==> src/rtl/fetch_unit.sv <==
// -----------------------------------------------------------------------------
// fetch_unit -- instruction fetch sequencer sitting between the program counter,
// a registered-read instruction memory (MAR) and the decoder.
//
// Each fetch walks ADDR -> WAIT -> CAPTURE -> HOLD. The memory needs two cycles
// after an address change: one for its read register and one to settle. The
// captured instruction is then offered to the decoder through a valid/ready
// handshake. On that handshake the PC advances (or jumps) and the next fetch
// starts. Consuming HALT_OPCODE parks the unit in HALT until reset.
//
// Parameters
//   RESET_PC     PC value loaded on reset
//   HALT_OPCODE  opcode that stops fetching once consumed
//
// Ports
//   clk              rising-edge clock, shared with the MAR
//   rst_n            asynchronous active-low reset
//   start            pulse: begin fetching from the current PC (IDLE only)
//   mar_address[7:0] address to the MAR (always equals the PC)
//   mar_instruction  MAR read data, valid 2 cycles after mar_address changes
//   ir_out[7:0]      captured instruction for the decoder
//   ir_valid         ir_out holds an unconsumed instruction
//   ir_ready         decoder accepts ir_out when high together with ir_valid
//   jump_en          on the handshake cycle, load jump_addr as the next PC
//   jump_addr[7:0]   jump target
//   pc_out[7:0]      current program counter
//   halted           high in HALT
//   fetch_count[15:0] (only with FETCH_UNIT_FETCH_COUNT_EN) saturating count
//                    of completed handshakes
//
// Build option
//   FETCH_UNIT_FETCH_COUNT_EN  when defined, adds the fetch_count port and its
//                              counter; when undefined, neither exists.
// -----------------------------------------------------------------------------
module fetch_unit #(
  parameter logic [7:0] RESET_PC    = 8'h00,
  parameter logic [7:0] HALT_OPCODE = 8'hFF
) (
  input  logic        clk,
  input  logic        rst_n,
  input  logic        start,
  output logic [7:0]  mar_address,
  input  logic [7:0]  mar_instruction,
  output logic [7:0]  ir_out,
  output logic        ir_valid,
  input  logic        ir_ready,
  input  logic        jump_en,
  input  logic [7:0]  jump_addr,
  output logic [7:0]  pc_out,
  output logic        halted
`ifdef FETCH_UNIT_FETCH_COUNT_EN
  ,
  output logic [15:0] fetch_count
`endif
);

  typedef enum logic [2:0] {
    IDLE,
    ADDR,
    WAIT,
    CAPTURE,
    HOLD,
    HALT
  } state_t;

  state_t     state;
  logic [7:0] pc;
  logic       handshake;

  // ir_valid is only ever high in HOLD, so this is the sole acceptance point.
  // While ir_valid is low, ir_ready has no effect.
  assign handshake = ir_valid & ir_ready;

  // The MAR address is the PC register itself. It therefore moves only when
  // the PC does, and it is glitch-free.
  assign mar_address = pc;
  assign pc_out      = pc;

  always_ff @(posedge clk or negedge rst_n) begin
    if (!rst_n) begin
      state    <= IDLE;
      pc       <= RESET_PC;
      ir_out   <= 8'h00;
      ir_valid <= 1'b0;
      halted   <= 1'b0;
    end else begin
      case (state)
        IDLE: begin
          if (start) begin
            state <= ADDR;
          end
        end

        // The address has been stable since entering ADDR. The MAR registers
        // it on this edge and the data settles during WAIT.
        ADDR: begin
          state <= WAIT;
        end

        WAIT: begin
          state <= CAPTURE;
        end

        CAPTURE: begin
          ir_out   <= mar_instruction;
          ir_valid <= 1'b1;
          state    <= HOLD;
        end

        HOLD: begin
          if (handshake) begin
            ir_valid <= 1'b0;
            if (ir_out == HALT_OPCODE) begin
              // The PC is left pointing at the halt instruction.
              halted <= 1'b1;
              state  <= HALT;
            end else begin
              // The 8-bit add wraps FF -> 00 on its own.
              pc    <= jump_en ? jump_addr : (pc + 8'd1);
              state <= ADDR;
            end
          end
        end

        HALT: begin
          halted   <= 1'b1;
          ir_valid <= 1'b0;
        end

        default: begin
          state <= IDLE;
        end
      endcase
    end
  end

`ifdef FETCH_UNIT_FETCH_COUNT_EN
  // Counts accepted instructions, including the one that halts the unit.
  always_ff @(posedge clk or negedge rst_n) begin
    if (!rst_n) begin
      fetch_count <= 16'h0000;
    end else if (handshake && (fetch_count != 16'hFFFF)) begin
      fetch_count <= fetch_count + 16'd1;
    end
  end
`endif

endmodule

==> config.mk <==
export PLATFORM = sky130hd
export DESIGN_NAME = fetch_unit
export DESIGN_NICKNAME = d
export VERILOG_FILES = /design/src/rtl/fetch_unit.sv
export SDC_FILE = /design/constraint.sdc
export NUM_CORES = 1
export LEC_CHECK = 0
export CAP_MARGIN = 20
export CELL_PAD_IN_SITES_DETAIL_PLACEMENT = 1
export CELL_PAD_IN_SITES_GLOBAL_PLACEMENT = 2
export CORE_ASPECT_RATIO = 2
export CORE_MARGIN = 2
export CORE_UTILIZATION = 27
export DETAILED_ROUTE_END_ITERATION = 10
export GPL_TIMING_DRIVEN = 1
export PLACE_DENSITY = 0.82
export SKIP_LAST_GASP = 1
export SYNTH_ARGS = -nofsm -noshare
export SYNTH_HDL_FRONTEND = slang
export SYNTH_SLANG_ARGS = --single-unit
export TNS_END_PERCENT = 50
==> constraint.sdc <==
create_clock -name clk -period 2.05 [get_ports clk]
set_clock_uncertainty 0.05 [all_clocks]
set_input_delay 0.205 -clock clk [delete_from_list [all_inputs] [get_ports clk]]
set_output_delay 0.205 -clock clk [all_outputs]
set_load 0.01 [all_outputs]
; ---- Yosys cells after proc, flatten, opt, wreduce, memory -nomap -nowiden
; Cells that the tools add are included.
[totals]
register_bits = 21
inputBits = 21
out_inout_bits = 26
word_cells = 35
[classes]
add_sub_neg = 1
eq_ne = 9
mux = 10
bitwise_logic = 3
reduce_logical = 7
[ops]
columns = op, count
row1 = 3-bit case mux with 6 select lines, 1
row2 = 3-bit 2-to-1 mux, 3
row3 = 3-bit AND reduction, 3
row4 = 8-bit by 1-bit adder with 8-bit output (second input constant), 1
row5 = 8-bit equality test (second input constant), 1
row6 = 8-bit 2-to-1 mux, 1
row7 = 3-bit by 2-bit equality test with 1-bit output (second input constant), 2
row8 = 3-bit equality test (second input constant), 2
row9 = 2-bit != test (second input constant), 3
row10 = 3-bit by 1-bit equality test with 1-bit output (second input constant), 1
row11 = 3-bit zero test, 1
row12 = 1-bit 2-to-1 mux, 3
row13 = 1-bit case mux with 3 select lines, 1
row14 = 3-bit nonzero test, 1
row15 = 1-bit inverter, 2
row16 = 1-bit case mux with 2 select lines, 1
row17 = 2-bit AND reduction, 1
row18 = 2-bit nonzero test, 1
row19 = 1-bit bitwise AND, 1

; ---- Depth between registers and ports, before layout
; Gate-level depths: netlist of run 1.
[logic_depth]
depth_word = 4
ltp_mapped = 6
mapped_depth_nobuf = 5

; ---- Least setup slack after synthesis of run 1
; No wires, ideal clock.
[synth_path]
path_kind = register to register
start = register ir_out[5]
end = register pc[7] (netlist: mar_address[7])
setup_ns = 0.132
arrival_ns = 1.145
t_required_ns = 1.868
path_slack_ns = 0.723
stages_incl_launch_ff = 5
n_path_buf = 0
period_less_slack_ns = 1.327
cell_sequence = dfrtp_1 > nand4_1 > o211ai_4 > mux2i_1 > o211ai_2
[synth_via]
elab_chain_cells = 3
[synth_lines]
columns = item, line_no
row1 = "start, declared", 44  ; output logic [7:0] ir_out,
row2 = "start signal, assigned", 105  ; ir_out <= mar_instruction;
row3 = 8-bit equality test, 113  ; if (ir_out == HALT_OPCODE) begin
row4 = 1-bit inverter (no line), -
row5 = 3-bit AND reduction (no line), -
row6 = "end signal, assigned", 119  ; pc <= jump_en ? jump_addr : (pc + 8'd1);
row7 = "end, declared", 67  ; logic [7:0] pc;
; Every way passes these cells.
; A chain may end at the register's enable or synchronous reset.

; ---- Worst setup path after layout of run 1
; Ends and elaborated chain as after synthesis.

==> results of run 1 <==
[cells by family (layout without fill, tap and decap cells)]
kind of cell	count (synthesis)	in the layout	synth area share (%)
buffers and inverters	13	52	9.16
AO/OA/AOI/OAI	30	30	16.8
adder cells (fa/ha/maj)	1	1	1.09
XOR/XNOR	1	1	0.763
multiplexers	11	11	10.6
flip-flops	21	21	45.8
AND/OR/NAND/NOR	32	32	15.8
[per-stage QoR]
stage	setup WS [ps]	area (sq um)	std cells	util (%)
6_report	416	1630	200	39.8
5_1_grt	306	1630	200	39.8
4_1_cts	394	1630	200	39.8
3_5_place_dp	301	1580	196	38.7
3_3_place_gp	396	1580	196	38.7
2_1_floorplan	723	1150	109	-
[worst max-delay path: stages (launching register included)]
cell and delay (ps):
dfrtp_1 370, nand4_1 230, o211ai_4 460, mux2i_1 290
o211ai_2 110
[metal layers]
| metal | share of wire [%] | global-route usage, % |
|---|---|---|
| met5 | 0 | 0 |
| met3 | 3.2 | 2.17 |
| met4 | 0.46 | 3.47 |
| met1 | 40 | 15.3 |
| met2 | 57 | 25.1 |
[flip-flops by register name (all words and copies together) (netlist names)]
signal and count:
state 3, ir_valid 1, halted 1, ir_out 8, mar_address 8
[how the worst min path moves through the flow]
stage / start / to / slack, ps / cells after the start
after detailed placement: halted$_DFFE_PN0P_ / halted$_DFFE_PN0P_ / 450 / 1
after global routing: rst_n / ir_out[5]$_DFFE_PN0P_ / 260 / 2
after global placement: halted$_DFFE_PN0P_ / halted$_DFFE_PN0P_ / 400 / 1
final: rst_n / ir_out[1]$_DFFE_PN0P_ / 230 / 2
after floorplan: rst_n / halted$_DFFE_PN0P_ / -140 / 0
after CTS: rst_n / ir_out[1]$_DFFE_PN0P_ / 240 / 2
[report_power, final]
group,switching (mW),total [mW],internal [mW]
registers,0.270,0.865,0.596
logic,0.396,1.01,0.614
clock network,0.135,0.273,0.138
[cell type report]
| cell class | instances | area [sq um] |
|---|---|---|
| fillers | 463 | 2460 |
| flip-flops and latches | 21 | 526 |
| multi-input cells | 75 | 517 |
| repair buffers | 48 | 475 |
| well taps | 52 | 65.1 |
| clock buffers | 4 | 45.0 |
[cells in the mapped netlist]
master,instances
and4_1,1
dfrtp_1,21
a21oi_1,7
o211ai_4,1
nand4b_1,1
nand4_2,1
nor2_1,11
nor4_1,1
o22a_1,1
nor2b_1,1
o31ai_1,1
nand3b_2,1
mux2_2,9
buf_6,3
nand2_1,7
nor3_1,1
o21ai_1,6
buf_4,9
nand3_1,1
xnor2_1,1
clkbuf_1,1
o211ai_2,1
nor2b_4,1
a32oi_1,1
nand4_1,2
a31o_2,1
and3b_2,1
and3_1,1
a21o_1,1
mux2i_1,2
nor3b_1,1
o21ai_0,8
a31oi_1,2
ha_1,1
==> results.yml, run 1 <==
setup_path:
  crit_type: "reg2reg"
  cp-end-kind: "flip-flop"
  critPathMaxFanout: 16
  worst_setup_path_start_kind: "flip-flop"
  endpoint: "mar_address[7]$_DFFE_PN0P_"
  required_ps: 2130
  worstReg2RegEnd: "mar_address[7]$_DFFE_PN0P_"
  worstReg2RegStart: "ir_out[5]$_DFFE_PN0P_"
  r2r_cells: 4
  critPathArrivalTime_ps: 1710
  startpoint: "ir_out[5]$_DFFE_PN0P_"
  rrSetupSlack_ps: 420
clocking:
  cts_resized: 0
  path_clk_slew_ps: 80
  cts_num_sinks: 21
  htreeDepth: 1
  clock_path_buffers: 2
  hold_buffers: 0
  clk_latency_ps: 260
  cts_buffers: 3
  cts_setup_buffers: 0
  cts_tree: "yes"
  cts_root_buffer: "clkbuf_8"
floorplan:
  rows: 33
  fp.dieArea_sq_um: 4820
  die_h_microns: 96.2
  core_area_sq_um: 4090
  die_x_microns: 50.1
  pin_count: 47
  initial_utilization_pct: 28.1
finish:
  num_antenna_cells: 0
  synthToLayoutAreaGrowth_pct: 41.9
  drive_above_1_share_pct: 14.2
  nNetsFinal: 171
  layout_common_cells: "clkdlybuf4s50_1 (46), dfrtp_1 (21), nor2_1 (11)"
  final_common_cell: "clkdlybuf4s50_1"
pwr:
  power_density_nw_per_um2: 1320
  vdd_drop_max_uv: 765
  fin_total_pwr_mw: 2.15
  p_leak_nw: 0.648
timing:
  rsz0062_at_grt: "no"
  period_needed_ps: 1630
  fin_setup_tns_ps: 0
  worst_pin_slew_ps: 466
  max_freq_mhz: 612
  finalCritPeriodShare_pct: 79.7
  finalHoldViolations: 0
  finalSetupViolations: 0
  holdWs_ps: 235
  drv_slew: 0
  slew_headroom_pct: 68.8
job:
  maxCapViolCount: 0
global_routing:
  antenna_found_initial: 0
  grt_pass1_wl_mm: 5.00
  grt_usage_pct: 13.4
  grt_max_degree: 22
  grt_pass1_vias: 1064
  grt_overflow: 0
logic_synthesis:
  synth_area_sq_um: 1150
  syn_nets: 131
  yosysSeqAreaShare_pct: 45.8
  synth.top_cell.area_share_pct: 45.8
  synthDistinctLibCells: 34
  ys_top_cells_by_area: "dfrtp_1 (46%), mux2_2 (8.8%), buf_4 (5.9%)"
  syn_inst: 109
  ys_seq_elements: 21
  yosys_warnings: 0
  synth_top_cell_by_area: "dfrtp_1"
  syn_area_per_cell_sq_um: 10.5
route:
  viasPerCell: 4.81
  drc: 0
  drt-total-wl_mm: 3.07
  wire_per_inst_microns: 15.4
  antenna_left: 0
  vias: 962
  dr.pass1.iters: 4
  drt_iter0_drc: 5
place:
  place_hpwl_mm: 2.36
  io_buffers: 46
  globalplace.congestion: 0.738
hold_path:
  hold_path_class: "in2async"
outcome:
  status: "complete, no violations"
Note: power is estimated with default switching activity, not from simulation.
==> run 2: changes to the inputs <==
--- a/config.mk
+++ b/config.mk
@@ -10,10 +10,10 @@
 export CELL_PAD_IN_SITES_GLOBAL_PLACEMENT = 2
 export CORE_ASPECT_RATIO = 2
 export CORE_MARGIN = 2
-export CORE_UTILIZATION = 27
+export CORE_UTILIZATION = 22
 export DETAILED_ROUTE_END_ITERATION = 10
 export GPL_TIMING_DRIVEN = 1
-export PLACE_DENSITY = 0.82
+export PLACE_DENSITY = 0.71
 export SKIP_LAST_GASP = 1
 export SYNTH_ARGS = -nofsm -noshare
 export SYNTH_HDL_FRONTEND = slang
==> constraint.sdc (replaced) <==
create_clock -name clk -period 1.4 [get_ports clk]
set_clock_uncertainty 0.05 [all_clocks]
set_input_delay 0.14 -clock clk [delete_from_list [all_inputs] [get_ports clk]]
set_output_delay 0.14 -clock clk [all_outputs]
set_load 0.01 [all_outputs]
==> run 2 against run 1 <==
  * The run now ends with negative setup slack left
  * Power rose by 70%
  * Utilization decreased by 1.7 points
  * Register-to-register slack worse by 410 ps
  * Cell area rose by 19%
  * First-iteration DRC count is 100% higher
  * Cell count is 19% higher
  * Worst hold slack lost 64 ps
  * Via count grew 14%
  * Clock power rose by 45%
  * Clock-buffer cell count fell by 1
  * Global-route usage is 0.39 points higher
  * Setup slack lost 460 ps
==> results.yml, run 2 (synthesis gave the netlist of run 1 again) <==
timing:
  max_freq_mhz: 691
  slew_headroom_pct: 81.3
  worst_slack_ps: -48.2
  drv_slew: 0
  worst_pin_slew_ps: 281
  rsz0062_at_grt: "yes"
  holdWs_ps: 171
  finalCritPeriodShare_pct: 103
  finalSetupViolations: 5
  finalHoldViolations: 0
  period_needed_ps: 1450
global_routing:
  grt_usage_pct: 13.8
  grt_pass1_vias: 1212
  grt_overflow: 0
  grt_max_degree: 22
  antenna_found_initial: 0
  grt_pass1_wl_mm: 5.89
route:
  drc: 0
  dr.pass1.iters: 4
  vias: 1097
  viasPerCell: 4.61
  wire_per_inst_microns: 15.5
  antenna_left: 0
  drt-total-wl_mm: 3.70
  drt_iter0_drc: 10
finish:
  num_antenna_cells: 0
  nNetsFinal: 203
  synthToLayoutAreaGrowth_pct: 69.4
  layout_common_cells: "buf_4 (30), clkdlybuf4s50_1 (28), dfrtp_1 (12), dlygate4sd2_1 (12), nor2_1 (11)"
  drive_above_1_share_pct: 39.4
  fin_cells: 238
  final_common_cell: "buf_4"
pwr:
  power_switching_mw: 1.36
  vdd_drop_max_uv: 873
  p_int_mw: 2.29
  switching_share_pct: 37.3
  p_leak_nw: 0.876
  pwr-share-comb_pct: 57.0
  power.share.sequential_pct: 32.2
  fin_total_pwr_mw: 3.66
  pwr-share-clk_pct: 10.8
  power_density_nw_per_um2: 1880
outcome:
  status: "finished, violations left"
  failed_checks: "negative setup slack"
clocking:
  clk_latency_ps: 260
  cts_buffers: 3
  cts_root_buffer: "clkbuf_8"
  cts_num_sinks: 21
  hold_buffers: 0
  clock_path_buffers: 2
  path_clk_slew_ps: 80
  cts_tree: "yes"
  htreeDepth: 1
setup_path:
  critPathMaxFanout: 2
  cp_top_family: "buffers and inverters"
  slowest_stage: "clkdlybuf4s50_1"
  startpoint: "ir_out[4]$_DFFE_PN0P_"
  crit_type: "reg2out"
  path_cells: "buf_4 > clkdlybuf4s50_1"
  critPathMaxStageDelay_ps: 520
  critPathArrivalTime_ps: 1260
  worstReg2RegStart: "ir_out[4]$_DFFE_PN0P_"
  worst_setup_path_start_kind: "flip-flop"
  path_buf_inv: 2
  required_ps: 1210
  cp-end-kind: "output pin"
job:
  maxCapViolCount: 0
floorplan:
  rows: 37
  die_x_microns: 55.1
  core_area_sq_um: 5090
  pin_count: 47
  initial_utilization_pct: 22.5
  fp.dieArea_sq_um: 5840
  die_h_microns: 106
place:
  preCtsSetupSlack_ps: -137
  dp_cells: 223
  globalplace.congestion: 0.727
  io_buffers: 46
  place_hpwl_mm: 2.77
hold_path:
  hold_path_class: "in2async"
run 2: stage by stage:
stage	utilization (%)	setup TNS (ps)	cell area (sq um)
global placement	34.3	-193	1750
global route	38.2	-699	1940
floorplan	-	0	1150
finish	38.2	-146	1940
CTS	36.1	-807	1840
detailed placement	34.3	-722	1750
run 2: final timing paths:
kind,end,slack (ps),cells past startpoint
max in group asynchronous,mar_address[2]$_DFFE_PN0P_,890,2
worst min-delay path,ir_out[5]$_DFFE_PN0P_,170,2
min in group clk,halted$_DFFE_PN0P_,430,1
worst min register to register,halted$_DFFE_PN0P_,430,1
worst max-delay path,ir_out[4],-50,2
worst max register to register,mar_address[3]$_DFFE_PN0P_,10,5
run 2: layout make-up:
cell class | instances | area [sq um]
Clock buffer | 3 | 41.3
Sequential cell | 21 | 537
Tap cell | 58 | 72.6
Clock inverter | 1 | 5.00
Fill cell | 613 | 3150
Timing Repair Buffer | 80 | 731
Multi-Input combinational cell | 75 | 557
run 2: metal layers:
metal	share of wire (%)	global-route usage (%)
met1	34	15.2
met2	63	25.6
met3	2.8	1.40
met4	0.78	4.36
met5	0	0
run 2: power by group through the flow:
stage | clock (mW) | sequential, mW | combinational [mW]
after detailed placement | 0 | 1.20 | 1.93
final | 0.395 | 1.18 | 2.08
after floorplan | 0 | 1.24 | 0.810
after global placement | 0 | 1.18 | 1.88
after CTS | 0.411 | 1.16 | 1.97
after global routing | 0.434 | 1.22 | 2.26
run 2: what timing repair did:
item / CTS / global route
endpoints found under the setup margin: 32 / 26
resized for setup: 17 / 27
setup buffers: 7 / 4
pin swaps: 2 / 6
==> run 3: changes to the inputs <==
--- a/config.mk
+++ b/config.mk
@@ -15,6 +15,7 @@
 export GPL_TIMING_DRIVEN = 1
 export PLACE_DENSITY = 0.71
 export SKIP_LAST_GASP = 1
+export SLEW_MARGIN = 25
 export SYNTH_ARGS = -nofsm -noshare
 export SYNTH_HDL_FRONTEND = slang
 export SYNTH_SLANG_ARGS = --single-unit
==> results of run 3 <==
No change in the layout: final DEF, timing and power equal those of run 2.
